===== config.mk =====
export PLATFORM = sky130hd
export DESIGN_NAME = mem_bus_responder
export DESIGN_NICKNAME = d
export VERILOG_FILES = /design/src/rtl/mem_bus_responder_pkg.sv /design/src/rtl/bus_slot_counter.sv /design/src/rtl/mem_bus_responder.sv
export SDC_FILE = /design/constraint.sdc
export NUM_CORES = 1
export LEC_CHECK = 0
export BUFFER_PORTS_ARGS = -buffer_cell sky130_fd_sc_hd__buf_2
export CORE_UTILIZATION = 42
export DETAILED_ROUTE_END_ITERATION = 16
export PLACE_DENSITY = 0.65
export SETUP_SLACK_MARGIN = 0.1
export SYNTH_ARGS = -nofsm -noshare
export SYNTH_HDL_FRONTEND = slang
export SYNTH_SLANG_ARGS = --single-unit

===== constraint.sdc =====
create_clock -name clk -period 2.4 [get_ports clk]
set_clock_uncertainty 0.15 [all_clocks]
set_input_delay 0.36 -clock clk [delete_from_list [all_inputs] [get_ports clk]]
set_output_delay 0.36 -clock clk [all_outputs]
set_load 0.03 [all_outputs]

===== src/rtl/mem_bus_responder_pkg.sv =====
// Shared frame constants for the byte-serial CPU memory bus.
// The CPU handler imports the same package, so both ends agree on slot numbering.
package mem_bus_responder_pkg;

  localparam int SLOT_W    = 4;
  localparam int FRAME_LEN = 10;

  typedef logic [SLOT_W-1:0] slot_t;

  // slot | meaning
  // 0,1  | idle, nothing captured
  // 2..5 | address / write-data byte 0..3 sampled at end of slot
  // 6    | write flag on a_in[0]; read byte 0 returned
  // 7..9 | read bytes 1..3 returned; 9 is the last slot of the frame
  localparam slot_t SLOT_IDLE0 = slot_t'(0);
  localparam slot_t SLOT_IDLE1 = slot_t'(1);
  localparam slot_t SLOT_A0    = slot_t'(2);
  localparam slot_t SLOT_A1    = slot_t'(3);
  localparam slot_t SLOT_A2    = slot_t'(4);
  localparam slot_t SLOT_A3    = slot_t'(5);
  localparam slot_t SLOT_RW    = slot_t'(6);
  localparam slot_t SLOT_R0    = slot_t'(6);
  localparam slot_t SLOT_R1    = slot_t'(7);
  localparam slot_t SLOT_R2    = slot_t'(8);
  localparam slot_t SLOT_R3    = slot_t'(9);
  localparam slot_t SLOT_LAST  = slot_t'(FRAME_LEN - 1);

  localparam int WR_FLAG_BIT = 0;

endpackage


===== src/rtl/bus_slot_counter.sv =====
// Free-running mod-FRAME_LEN slot counter shared in lockstep with the CPU handler.
module bus_slot_counter
  import mem_bus_responder_pkg::*;
(
  input  logic  clk,
  input  logic  rst_n,
  output slot_t slot,
  output logic  frame_end
);

  // Advance one slot per clock, wrapping after the last slot of the frame.
  always_ff @(posedge clk or negedge rst_n) begin
    if (!rst_n) begin
      slot <= SLOT_IDLE0;
    end else if (slot == SLOT_LAST) begin
      slot <= SLOT_IDLE0;
    end else begin
      slot <= slot + slot_t'(1);
    end
  end

  // Last-slot marker.
  always_comb begin
    frame_end = (slot == SLOT_LAST);
  end

endmodule


===== src/rtl/mem_bus_responder.sv =====
// Target-side responder for the byte-serial CPU memory bus, backed by a
// word-addressed register memory. Captures address and write word over slots
// 2..5, commits or reads in slot 6, and returns the read word over slots 6..9.
module mem_bus_responder
  import mem_bus_responder_pkg::*;
#(
  parameter int          DEPTH    = 16,
  parameter logic [31:0] INIT_VAL = 32'h0
) (
  input  logic       clk,
  input  logic       rst_n,
  input  logic [7:0] a_in,
  input  logic [7:0] d_in,
  output logic [7:0] d_out,
  output logic       d_oe,
  output logic       wr_strobe,
  output logic       oor,
  output logic       frame_end
);

  localparam int IDX_W = $clog2(DEPTH);
  localparam int IDX_HI = 2 + IDX_W;

  slot_t             slot;
  logic [31:0]       addr;
  logic [31:0]       wdata;
  logic              wr_flag;
  logic [31:0]       rdata_q;
  logic [31:0]       rdata_now;
  logic [IDX_W-1:0]  idx;
  logic              in_range;
  logic              wr_en;
  logic [31:0]       mem [DEPTH];

  bus_slot_counter u_slot (
    .clk       (clk),
    .rst_n     (rst_n),
    .slot      (slot),
    .frame_end (frame_end)
  );

  // Address decode; out-of-range words read as zero and are never written.
  always_comb begin
    idx       = addr[2 +: IDX_W];
    in_range  = (addr[31:IDX_HI] == '0);
    rdata_now = in_range ? mem[idx] : '0;
    wr_en     = (slot == SLOT_RW) && a_in[WR_FLAG_BIT] && in_range;
    wr_strobe = wr_en;
  end

  // Lane capture, write-flag latch, read-word snapshot and sticky range error.
  // rdata_q freezes the pre-write word so slots 7..9 still return the old value.
  always_ff @(posedge clk or negedge rst_n) begin
    if (!rst_n) begin
      addr    <= '0;
      wdata   <= '0;
      wr_flag <= 1'b0;
      rdata_q <= '0;
      oor     <= 1'b0;
    end else begin
      case (slot)
        SLOT_A0: begin addr[7:0]   <= a_in; wdata[7:0]   <= d_in; end
        SLOT_A1: begin addr[15:8]  <= a_in; wdata[15:8]  <= d_in; end
        SLOT_A2: begin addr[23:16] <= a_in; wdata[23:16] <= d_in; end
        SLOT_A3: begin addr[31:24] <= a_in; wdata[31:24] <= d_in; end
        SLOT_RW: begin
          wr_flag <= a_in[WR_FLAG_BIT];
          rdata_q <= rdata_now;
          if (!in_range) oor <= 1'b1;
        end
        default: ;
      endcase
    end
  end

  // Register memory; a reset mid-frame discards any pending write.
  always_ff @(posedge clk or negedge rst_n) begin
    if (!rst_n) begin
      for (int i = 0; i < DEPTH; i++) mem[i] <= INIT_VAL;
    end else if (wr_en) begin
      mem[idx] <= wdata;
    end
  end

  // Return-lane mux: byte 0 straight from memory in slot 6, bytes 1..3 from the snapshot.
  always_comb begin
    d_out = '0;
    d_oe  = 1'b0;
    case (slot)
      SLOT_R0: if (!a_in[WR_FLAG_BIT]) begin d_oe = 1'b1; d_out = rdata_now[7:0];  end
      SLOT_R1: if (!wr_flag)           begin d_oe = 1'b1; d_out = rdata_q[15:8];   end
      SLOT_R2: if (!wr_flag)           begin d_oe = 1'b1; d_out = rdata_q[23:16];  end
      SLOT_R3: if (!wr_flag)           begin d_oe = 1'b1; d_out = rdata_q[31:24];  end
      default: ;
    endcase
  end

endmodule


* Word level (Yosys, flattened, before mapping)
Index checks and enable logic that the tools add are counted.
Word-level totals: output and inout bits 12, word-level logic and storage cells 63, input bits 18, flip-flop bits (word level) 614
Cells by class: eq/ne operators 8, muxes and demuxes 16, add/sub/neg operators 1, order comparisons 2, reductions and logical operators 6, bitwise operators 2
Operator list (number):
- bitwise mux 512 bit | 1
- binary-select mux 32 bit (select 4 bit) | 1
- demux 32 bit (select 4 bit) | 1
- two-way mux 32 bit | 4
- two-way mux 8 bit | 4
- case mux 8 bit (4 select lines) | 1
- logical NOT 26 bit | 1
- equality test 4 x 3 -> 1 bit, second input constant | 4
- equality test 4 x 2 -> 1 bit, second input constant | 2
- equality test 4 bit, second input constant | 2
- greater-or-equal comparator 5 bit, second input constant | 1
- less-than comparator 5 x 1 -> 1 bit, second input constant | 1
- NOT 4 -> 5 bit | 1
- adder 4 x 1 -> 4 bit, second input constant | 1
- two-way mux 4 bit | 1
- logical AND 1 bit | 3
- OR reduction 3 bit | 1
- two-way mux 1 bit | 2
- case mux 1 bit (2 select lines) | 1
- AND reduction 2 bit | 1
- NOT 1 bit | 1

* Depth between registers and ports, before layout
Gate-level depths: netlist of the first run.
word-level depth 7, depth in mapped cells 7, gate-level depth less buffers 4

* Hierarchy
From an unflattened synthesis of the first run, not the netlist that was laid out.
Unflattened totals: cell total of the unflattened synthesis 1664, area, all modules 26943.3 um^2
By module, submodules not included:
- mem_bus_responder | cells an instance 1649, times used 1, area an instance 26771.9 um^2, seq. area each 15014.4 um^2
- bus_slot_counter | cells an instance 15, times used 1, area an instance 171.4 um^2, seq. area each 100.1 um^2

* Worst setup path before layout of the first run
OpenSTA, ideal clock, no wires.
kind reg2out, from reg addr[2], to out d_out[3], required time 1890 ps, data arrival time 2096 ps, setup slack -206 ps, path buffers 3, stages on the path, launching flop included 8, cells stage by stage dfrtp_1 -> clkbuf_1 -> buf_2 -> buf_2 -> mux4_2 -> a22oi_1 -> nand2_1 -> o2bb2ai_1
On the way: cells in the longest elaborated chain, start to end 7
RTL lines:
- from (decl) | line mem_bus_responder.sv:25 | logic [31:0] addr;
- from (signal assigned) | line mem_bus_responder.sv:62 | SLOT_A0: begin addr[7:0] <= a_in; wdata[7:0] <= d_in; end
- NOT 4 -> 5 bit (not written as such) | line mem_bus_responder.sv:46 | rdata_now = in_range ? mem[idx] : '0;
- binary-select mux 32 bit (select 4 bit) | line mem_bus_responder.sv:46
- two-way mux 32 bit (not written as such) (2 in series) | line mem_bus_responder.sv:46
- two-way mux 32 bit | line mem_bus_responder.sv:46
- two-way mux 8 bit | line mem_bus_responder.sv:90 | SLOT_R0: if (!a_in[WR_FLAG_BIT]) begin d_oe = 1'b1; d_out = rdata_now[7:0]; end
- case mux 8 bit (4 select lines) | line mem_bus_responder.sv:89 | case (slot)
- to (decl) | line mem_bus_responder.sv:14 | output logic [7:0] d_out,
No other way between the ends. The select of a mux whose other input is x is not followed.

* Final worst setup path of the first run
from reg addr[2], to out d_out[0]
The elaborated chain is that of the path after synthesis.

==> results by group, run 1 <==
Pwr
  • Pwr Total: between 20 and 25 mW
  • Pleak: 16.6 nW
  • Max VDD drop: roughly 0.6 mV
  • Pwr dens: approximately 580 nW/um^2

Finish
  • Nets: just under 2000
  • Area of the multi-input gates: approximately 13000 sq um
  • Area Growth Syn to Fin: 33.4%
  • Reg area: 15100 sq um
  • Post-Layout Cell Count: 2813
  • Fillers: about 4700
  • Fin area: between 30000 and 40000 sq um
  • Antenna cells: 0
  • Fin util: 56.8%
  • Layout cells sized above 1: 60.0%

Synthesis
  • Number of flops mapped to enable cells by yosys: 0
  • Synth top area share: between 50% and 60%
  • Seq/Total Area, Yosys: 56.3%
  • Syn. warnings: 0
  • Top cells by count, synth: 604 x dfrtp_1, 534 x mux2_2, 128 x mux4_2
  • Most common cell in the netlist: dfrtp_1
  • Mean Syn Cell Area: roughly 16 sq um
  • Yosys reg bits: ~600
  • Synth cell types: 35
  • Post-synthesis cell type with the largest combined area: dfrtp_1
  • Main synth FF type: dfrtp_1
  • Ys async rst share: 100%
  • Mapped Cells: 1668
  • Ranking of synthesized cells by area: dfrtp_1 56%, mux2_2 22%, mux4_2 11%
  • Synthesized area: 26900 sq um
  • Synthesized Nets: roughly 1700

Placed design
  • Pre-CTS setup slack: -0.186 ns
  • DP Cell Count: between 2000 and 3000
  • Area after DPL: 29200 sq um
  • Detailed Place HPWL: roughly 41000 um
  • IO buf count: 29
  • GP Congestion: approximately 0.77

GRT
  • Vias in the first global route: 17200
  • First-pass GRT wire length: ~110000 um
  • Initial antenna violation count: 0
  • GRT Util Overall: 23.3%
  • Pin count of the biggest net entering global routing: 90
  • Global route total overflow: 0

Outcome
  • Status: complete, but fails checks
  • Failing checks: setup timing

CTS
  • Clk sinks: roughly 600
  • CTS buffer count: 61
  • Clock Path Buffers: 3
  • H-Tree Depth: 2
  • CTS root buf: clkbuf_16
  • Clock slew at reported path FFs: around 0.06 ns
  • CTS tree: yes
  • Skew-Pair Late Insertion Delay: 0.65 ns

Min path
  • Hold endpoint: wdata[10]
  • HP Start: d_in[2]
  • Hold Path Cell Cnt: 2
  • Worst hold path class: input port to register

Drt
  • WL met2: between 30000 and 40000 um
  • Number of iterations in the first detailed-routing pass: 5
  • Vias: 16800
  • Top layer in use: met4
  • Drt drc: 0
  • Met3 Routed Length: roughly 6200 um
  • Drt wl/cell: about 30 um
  • Total wire length: ~85000 um
  • Antenna-violating nets left: 0
  • Via density per instance: around 6
  • Met1 Wirelength: ~35000 um
  • First-iteration detailed-routing DRC count: ~1400

STA
  • Pins Over Slew Limit: 0
  • Unrepaired setup endpoints after global routing: yes
  • Slew margin rel.: between 50% and 60%
  • Hold Fails Final Rpt: 0
  • Fin Hold WS: between 0.05 and 0.06 ns
  • Final setup vio count: around 550
  • Fmax: 322 MHz
  • Final period utilization: 129%
  • Worst Setup Slack, final: -0.702 ns
  • TNS Setup: -167.13 ns
  • Worst-Margin Slew: 0.655 ns
  • Minimum clock period: 3.10 ns

Die
  • Die width: ~250 um
  • Core area: about 63000 sq um
  • Die height: between 200 and 300 um
  • I/O pin total: 30
  • Initial core utilization: 42.6%
  • Die area: 65000 sq um
  • Row count: 92

Critical path
  • Crit-path most repeated cell: buf_12
  • Setup CP Type: register to output pin
  • R2R cell count: 11
  • CP Capture Type: output pin
  • CP max FO: 7
  • CP startpoint kind: register
  • Slowest CP cell: mux4_2
  • FF-to-FF setup slack: -0.53 ns
  • Crit-path cells: buf_12 > buf_12 > mux4_2 > a22oi_2 > nand2_2 > o2bb2ai_4 > buf_6
  • Largest stage delay, worst path: 0.53 ns
  • Reg2reg end: mem[84]
  • Worst endpoint required time: 1.89 ns
  • Worst path arrival time: between 2 and 3 ns
  • Worst r2r src: addr[23]

Flow run
  • Max_cap viols: 0
==> final cells by class <==
class | count | share of cell area, %
Sequential cell | 604 | 42.2
Multi-Input combinational cell | 916 | 36.0
Timing Repair Buffer | 335 | 13.2
Clock buffer | 97 | 5.23
Tap cell | 846 | 2.95
Clock inverter | 13 | 0.374
Inverter | 2 | 0.0314
==> flip-flops by register name, indices dropped and copies added, names as in the netlist <==
signal / flops
mem: 512
addr: 30
wr_flag: 1
u_slot.slot: 4
wdata: 32
rdata_q: 24
oor: 1
==> how the worst max path moves through the flow <==
stage	startpoint	to	cells after the start
floorplan	u_slot.slot[0]	mem[417]	7
global placement	addr[17]	mem[168]	7
detailed placement	addr[17]	mem[177]	7
CTS	addr[23]	d_out[3]	7
global route	addr[2]	d_out[0]	7
finish	addr[2]	d_out[0]	7
==> report_power, final <==
part / switching [mW] / internal, mW / leakage, nW
registers: 0.168 / 10.2 / 8.28
clock network: 4.07 / 5.52 / 0.983
logic: 0.505 / 0.304 / 7.32
total: 4.74 / 16.1 / 16.6
==> layer usage <==
layer,track usage (%),vias to the layer above
li1,-,6759
met1,32.3,9204
met2,37.3,671
met3,3.97,205
met4,7.85,0
met5,0,-
==> critical path, delay by kind of cell, from the launching register on <==
| family | cells | cell delay (ns) |
|---|---|---|
| compound gates | 2 | 0.42 |
| flops | 1 | 0.42 |
| simple gates | 1 | 0.11 |
| buf+inv | 3 | 0.46 |
| mux | 1 | 0.53 |
==> placed cells by master, fill, tap and decap left out, types with 15 or more instances in the layout <==
master and n:
clkbuf_16 87, clkbuf_1 16, buf_2 17, a22oi_2 15, nand2_1 35, buf_4 102, clkbuf_8 19, buf_12 84
dlygate4sd3_1 15, mux4_2 128, a22o_1 32, a22oi_1 57, dfrtp_1 602, buf_16 22, nor4_4 18, mux2_4 399
buf_6 60, mux2_2 167
==> logic make-up (layout without fill, tap and decap cells) <==
family,count (synthesis),in the layout,synth area share (%)
AOI/OAI and AO/OA,117,117,3.41
and+or+nand+nor,95,95,2.73
buffers and inverters,148,447,2.72
muxes,703,703,34.8
DFF,604,604,56.3
xor gates and xnor gates,1,1,0.0326
==> timing repair <==
item,4_1_cts,5_1_grt
setup endpoints to repair,543,547
hold buffers,15,0
gates cloned,20,34
setup buffers,49,49
pin swaps,25,21
endpoints found under the hold margin,570,0
resized for setup,161,461
(Power assumes the default switching activity.)
==> inputs of run 2 (changes only) <==
Settings changed: SYNTH_HIERARCHICAL set to 1.
==> run 2 against run 1 <==
  * The flow still finishes with violations (setup timing)
  * Design area fell by 1.2%
  * First-iteration DRC count fell by 11%
  * Power fell by 2.0%
  * Synthesized cell count fell by 0.24%
  * Largest cell class unchanged
  * Combinational power fell by 2.8%
==> results by group, run 2 <==
Outcome
  • Status: complete, but fails checks (unchanged)
  • Failing checks: setup timing (unchanged)

Finish
  • Largest regs: mem: 512 flops, wdata: 32 flops, addr: 30 flops (unchanged)
  • Commonest non-fill, non-tap cell in the layout: dfrtp_1 (unchanged)
  • Antenna cells: 0 (unchanged)
  • Most frequent cells in the layout: 599 x dfrtp_1, 389 x mux2_4, 164 x mux2_2 (was 602 x dfrtp_1, 399 x mux2_4, 167 x mux2_2)
  • Layout cells sized above 1: 58.8% (was 60.0%)
  • Largest register FFs: 512 (unchanged)
  • Area Growth Syn to Fin: 31.4% (was 33.4%)
  • Nets: 1916 (was 1938)
  • Largest register by flop count: mem (unchanged)

STA
  • Unrepaired setup endpoints after global routing: yes (unchanged)
  • Final period utilization: 129% (about the same)
  • Fmax: 324 MHz (was 322 MHz)
  • Pins Over Slew Limit: 0 (unchanged)
  • Hold Fails Final Rpt: 0 (unchanged)
  • Worst Setup Slack, final: -0.687 ns (was -0.702 ns)
  • Worst-Margin Slew: 0.741 ns (was 0.655 ns)
  • Slew margin rel.: 50.6% (was 56.3%)
  • Final setup vio count: 539 (was 546)
  • Fin Hold WS: 0.0379 ns (was 0.0501 ns)
  • Minimum clock period: 3.09 ns (was 3.10 ns)

Die
  • Row count: 92 (unchanged)
  • Initial core utilization: 42.6% (about the same)
  • Die width: 255 um (about the same)
  • Die height: 255 um (about the same)
  • I/O pin total: 30 (unchanged)
  • Die area: 65200 sq um (was 65000 sq um)
  • Core area: 63200 sq um (was 63100 sq um)

Pwr
  • Max VDD drop: 0.630 mV (was 0.607 mV)
  • Pleak: 16.4 nW (was 16.6 nW)
  • Pwr dens: 576 nW/um^2 (was 580 nW/um^2)

Synthesis
  • Mean Syn Cell Area: 16.2 sq um (was 16.1 sq um)
  • Xor/xnor share of the synthesized area: 0.0325% (was 0.0326%)
  • Ys async rst share: 100% (unchanged)
  • Synth top area share: 56.1% (was 56.3%)
  • Post-synthesis cell type with the largest combined area: dfrtp_1 (unchanged)
  • Largest family of logic cells by synthesized area: multiplexers (unchanged)
  • Post-synthesis mux area share: 35.0% (was 34.8%)
  • Synthesized area: 26900 sq um (about the same)
  • Ranking of synthesized cells by area: dfrtp_1 56%, mux2_2 18%, mux4_2 11% (was dfrtp_1 56%, mux2_2 22%, mux4_2 11%)
  • Most common cell in the netlist: dfrtp_1 (unchanged)
  • Post-synthesis compound-gate area fraction: 3.16% (was 3.41%)
  • Synth Area in Simple Gates: 2.82% (was 2.73%)
  • Yosys reg bits: 604 (unchanged)
  • Synthesized Nets: 1682 (was 1686)
  • Syn. warnings: 6 (was 0)
  • Main synth FF type: dfrtp_1 (unchanged)
  • Mapped Cells: 1664 (was 1668)
  • Top cells by count, synth: 604 x dfrtp_1, 422 x mux2_2, 160 x mux2_1 (was 604 x dfrtp_1, 534 x mux2_2, 128 x mux4_2)
  • Number of flops mapped to enable cells by yosys: 0 (unchanged)
  • Adder-Cell Fraction of Synth Area: 0% (unchanged)
  • Synth cell types: 40 (was 35)
  • Seq/Total Area, Yosys: 56.1% (was 56.3%)

CTS
  • Clock Path Buffers: 3 (unchanged)
  • H-Tree Depth: 2 (unchanged)
  • CTS tree: yes (unchanged)
  • Clk sinks: 604 (unchanged)
  • Clock slew at reported path FFs: 0.06 ns (about the same)
  • Skew-Pair Late Insertion Delay: 0.63 ns (was 0.65 ns)
  • CTS root buf: clkbuf_16 (unchanged)
  • CTS buffer count: 60 (was 61)

GRT
  • Initial antenna violation count: 0 (unchanged)
  • First-pass GRT wire length: 115000 um (was 112000 um)
  • Vias in the first global route: 17400 (was 17200)
  • GRT Util Overall: 23.9% (was 23.3%)
  • Global route total overflow: 0 (unchanged)
  • Pin count of the biggest net entering global routing: 92 (was 90)

Drt
  • Antenna-violating nets left: 0 (unchanged)
  • Number of iterations in the first detailed-routing pass: 5 (unchanged)
  • Vias: 16400 (was 16800)
  • Drt drc: 0 (unchanged)
  • Via density per instance: 5.87 (was 5.99)
  • Total wire length: 80900 um (was 84500 um)
  • Drt wl/cell: 29.0 um (was 30.0 um)
  • First-iteration detailed-routing DRC count: 1273 (was 1430)

Placed design
  • Pre-CTS setup slack: -0.385 ns (was -0.186 ns)
  • IO buf count: 29 (unchanged)
  • Detailed Place HPWL: 41000 um (was 40700 um)
  • GP Congestion: 0.761 (was 0.772)

Critical path
  • Setup CP Type: register to output pin (unchanged)
  • CP startpoint kind: register (unchanged)
  • CP max FO: 7 (unchanged)
  • CP Capture Type: output pin (unchanged)
  • Worst endpoint required time: 1.89 ns (about the same)
  • Worst path arrival time: 2.58 ns (was 2.59 ns)
  • R2R cell count: 13 (was 11)
  • FF-to-FF setup slack: -0.52 ns (was -0.53 ns)

Flow run
  • Max_cap viols: 0 (unchanged)

Min path
  • Hold Path Cell Cnt: 2 (unchanged)
  • Worst hold path class: input port to register (unchanged)
run 2: kinds of logic after synthesis:
group / count (synthesis)
XOR/XNOR: 1
buffers and inverters: 149
multiplexers: 710
AO/OA/AOI/OAI: 109
AND/OR/NAND/NOR: 91
flip-flops: 604
run 2: cell type report:
type / instances / area [sq um]
Timing Repair Buffer: 318 / 4420
Clock inverter: 13 / 115
Tap cell: 846 / 1060
Multi-Input combinational cell: 911 / 12900
Sequential cell: 604 / 15100
Inverter: 3 / 11.3
Clock buffer: 93 / 1760
Fill cell: 4733 / 27800
run 2: power breakdown:
part | total, mW | internal, mW | leakage [nW] | switching [mW]
Sequential | 10.4 | 10.2 | 8.28 | 0.182
Combinational | 0.786 | 0.301 | 7.23 | 0.485
Clock | 9.18 | 5.20 | 0.927 | 3.98
Total | 20.4 | 15.7 | 16.4 | 4.65
run 2: final timing paths:
path | start | end
max | addr[2] | d_out[6]
min | d_in[3] | wdata[3]
max reg2reg | addr[9] | mem[435]
min reg2reg | oor | oor
max in group asynchronous | rst_n | mem[333]
min in group asynchronous | rst_n | wdata[16]
run 2: per-layer routing:
metal / GRT usage (%) / up-vias / share of wire [%]
met2: 38.8 / 504 / 48
met3: 3.74 / 153 / 5.5
li1: - / 6733 / -
met5: 0 / - / 0
met1: 32.5 / 8981 / 42
met4: 8.73 / 0 / 4.1
run 2: worst max-delay path, cell delays in order (launching register included):
cell,delay [ns]
dfrtp_4,0.52
buf_6,0.19
mux4_2,0.54
a22oi_1,0.24
nand2_2,0.14
o2bb2ai_4,0.15
buf_6,0.16
run 2: stage by stage:
stage               utilization [%]  instances  power [mW]  setup TNS (ns)  instance area (sq um)
floorplan                         -       1664        10.8               0                  27100
detailed placement             46.1       2532        11.3         -107.30                  29100
CTS                            53.0       2740        20.5         -133.42                  33500
global route                   56.0       2788        20.9         -176.15                  35400
global placement               46.1       2532        11.3         -116.52                  29100
finish                         56.0       2788        20.4         -135.09                  35400
run 2: timing repair:
action                                  CTS  global route
pin swaps                                23            25
gates cloned                             31            15
gates resized for setup                 288           352
hold buffers                             15             0
hold endpoints to repair                352             0
endpoints found under the setup margin  547           547
buffers inserted                         57            43
==> inputs of run 3 (changes only) <==
Settings changed: SETUP_SLACK_MARGIN 0.1 to not set.
==> run 3 against run 2 <==
  * Largest cell class unchanged
  * Utilization increased by 0.42 points
  * The run still ends with setup timing left
  * Global-route usage down 0.92 points
  * Sequential share of layout area down 0.32 points
==> results by group, run 3 (synthesis results as in run 2) <==
Drt
  • First-iteration detailed-routing DRC count: 1627 (was 1273)
  • Number of iterations in the first detailed-routing pass: 5 (unchanged)
  • Via density per instance: 6.08 (was 5.87)
  • Vias: 17000 (was 16400)
  • Antenna-violating nets left: 0 (unchanged)
  • Drt wl/cell: 31.0 um (was 29.0 um)
  • Total wire length: 87000 um (was 80900 um)
  • Drt drc: 0 (unchanged)

Critical path
  • Worst path arrival time: 2.61 ns (was 2.58 ns)
  • Worst endpoint required time: 1.89 ns (about the same)
  • Critical Path Source: addr[2] (unchanged)
  • CP Capture Point: d_out[3] (was d_out[6])
  • CP Capture Type: output pin (unchanged)
  • CP max FO: 8 (was 7)
  • Setup CP Type: register to output pin (unchanged)
  • CP startpoint kind: register (unchanged)
  • R2R cell count: 11 (was 13)
  • Reg2reg end: mem[417] (was mem[435])
  • FF-to-FF setup slack: -0.48 ns (was -0.52 ns)
  • Worst r2r src: addr[16] (was addr[9])

Finish
  • Largest regs: mem: 512 flops, wdata: 32 flops, addr: 30 flops (unchanged)
  • Most frequent cells in the layout: 600 x dfrtp_1, 381 x mux2_4, 152 x mux2_2 (was 599 x dfrtp_1, 389 x mux2_4, 164 x mux2_2)
  • Fin util: 56.4% (was 56.0%)
  • Reg area: 15100 sq um (about the same)
  • Fillers: 4676 (was 4733)
  • Commonest non-fill, non-tap cell in the layout: dfrtp_1 (unchanged)
  • Largest register FFs: 512 (unchanged)
  • Area Growth Syn to Fin: 32.4% (was 31.4%)
  • Area of the multi-input gates: 12900 sq um (about the same)
  • Layout cells sized above 1: 59.1% (was 58.8%)
  • Nets: 1928 (was 1916)
  • Largest register by flop count: mem (unchanged)
  • Fin area: 35700 sq um (was 35400 sq um)
  • Post-Layout Cell Count: 2804 (was 2788)
  • Antenna cells: 0 (unchanged)

STA
  • Unrepaired setup endpoints after global routing: yes (unchanged)
  • Slew margin rel.: 40.5% (was 50.6%)
  • Fin Hold WS: 0.0460 ns (was 0.0379 ns)
  • Hold Fails Final Rpt: 0 (unchanged)
  • Final setup vio count: 529 (was 539)
  • TNS Setup: -192.03 ns (was -135.09 ns)
  • Worst-Margin Slew: 0.893 ns (was 0.741 ns)
  • Worst Setup Slack, final: -0.721 ns (was -0.687 ns)
  • Pins Over Slew Limit: 0 (unchanged)
  • Final period utilization: 130% (was 129%)
  • Minimum clock period: 3.12 ns (was 3.09 ns)
  • Fmax: 320 MHz (was 324 MHz)

CTS
  • Clock slew at reported path FFs: 0.06 ns (about the same)
  • Clock Path Buffers: 3 (unchanged)
  • H-Tree Depth: 3 (was 2)
  • CTS root buf: clkbuf_16 (unchanged)
  • Clk sinks: 604 (unchanged)
  • CTS tree: yes (unchanged)
  • Skew-Pair Late Insertion Delay: 0.61 ns (was 0.63 ns)
  • CTS buffer count: 66 (was 60)

Min path
  • Worst hold path class: input port to register (unchanged)

Placed design
  • IO buf count: 29 (unchanged)
  • Detailed Place HPWL: 42700 um (was 41000 um)
  • Area after DPL: 29100 sq um (about the same)
  • Pre-CTS setup slack: -0.342 ns (was -0.385 ns)
  • GP Congestion: 0.799 (was 0.761)
  • DP Cell Count: 2546 (was 2532)

Pwr
  • Reg power frac: 49.2% (was 51.1%)
  • Pwr dens: 594 nW/um^2 (was 576 nW/um^2)
  • Max VDD drop: 0.536 mV (was 0.630 mV)
  • Pleak: 16.6 nW (was 16.4 nW)
  • Pwr Total: 21.2 mW (was 20.4 mW)
  • Cell Int Power: 16.3 mW (was 15.7 mW)
  • Clock network power share: 46.8% (was 45.0%)
  • Switching fraction of total power: 23.0% (was 22.8%)
  • Combinational share of power: 4.0% (was 3.9%)
  • Net Sw Power: 4.87 mW (was 4.65 mW)

Die
  • Row count: 92 (unchanged)
  • Die height: 255 um (unchanged)
  • Initial core utilization: 42.6% (unchanged)
  • Die area: 65200 sq um (unchanged)
  • Die width: 255 um (unchanged)
  • I/O pin total: 30 (unchanged)
  • Core area: 63200 sq um (unchanged)

Flow run
  • Max_cap viols: 0 (unchanged)

Outcome
  • Failing checks: setup timing (unchanged)
  • Status: complete, but fails checks (unchanged)

GRT
  • GRT Util Overall: 23.0% (was 23.9%)
  • Initial antenna violation count: 1 (was 0)
  • Global route total overflow: 0 (unchanged)
  • Pin count of the biggest net entering global routing: 97 (was 92)
  • First-pass GRT wire length: 110000 um (was 115000 um)
  • Vias in the first global route: 17100 (was 17400)
run 3: power by group through the flow:
stage	combinational [mW]	sequential (mW)	clock [mW]
floorplan	0.331	10.5	0
global placement	0.724	10.6	0
detailed placement	0.736	10.6	0
CTS	0.807	10.4	10.1
global route	0.911	10.4	10.5
finish	0.848	10.4	9.91
run 3: area by class of cell:
type	count	share of cell area (%)
multi-input combinational	911	36.2
sequential	604	42.4
timing repair buffer	324	12.5
clock buffer	96	5.34
clock inverter	20	0.540
tap	846	2.97
inverter	3	0.0316
run 3: worst max-delay path, stage by stage (launching register included):
cell,delay (ns)
dfrtp_4,0.57
buf_12,0.19
buf_8,0.13
mux4_2,0.53
a22oi_2,0.13
nand2_1,0.10
o2bb2ai_2,0.15
buf_6,0.18
run 3: how the worst min path moves through the flow:
stage               startpoint         to  slack [ns]  cells past startpoint
detailed placement       rst_n  wdata[16]        0.16                      1
floorplan                rst_n   addr[10]       -0.09                      0
global placement         rst_n  wdata[16]        0.15                      1
CTS                    d_in[4]  wdata[12]        0.02                      2
finish                 d_in[2]   wdata[2]        0.05                      2
global route           d_in[4]   wdata[4]        0.05                      2
run 3: timing repair:
action | 4_1_cts | 5_1_grt
pin swaps | 23 | 33
setup buffers | 29 | 53
hold buffers | 15 | 0
gates resized for setup | 87 | 588
setup endpoints to repair | 534 | 542
cloned | 12 | 45
endpoints found under the hold margin | 447 | 0
run 3: layer usage:
metal | vias up | GRT usage [%] | wire length (um)
met2 | 760 | 36.7 | 39000
met3 | 222 | 4.07 | 6800
met4 | 0 | 7.92 | 4470
met5 | - | 0.602 | 0
li1 | 6761 | - | -
met1 | 9297 | 31.6 | 36800
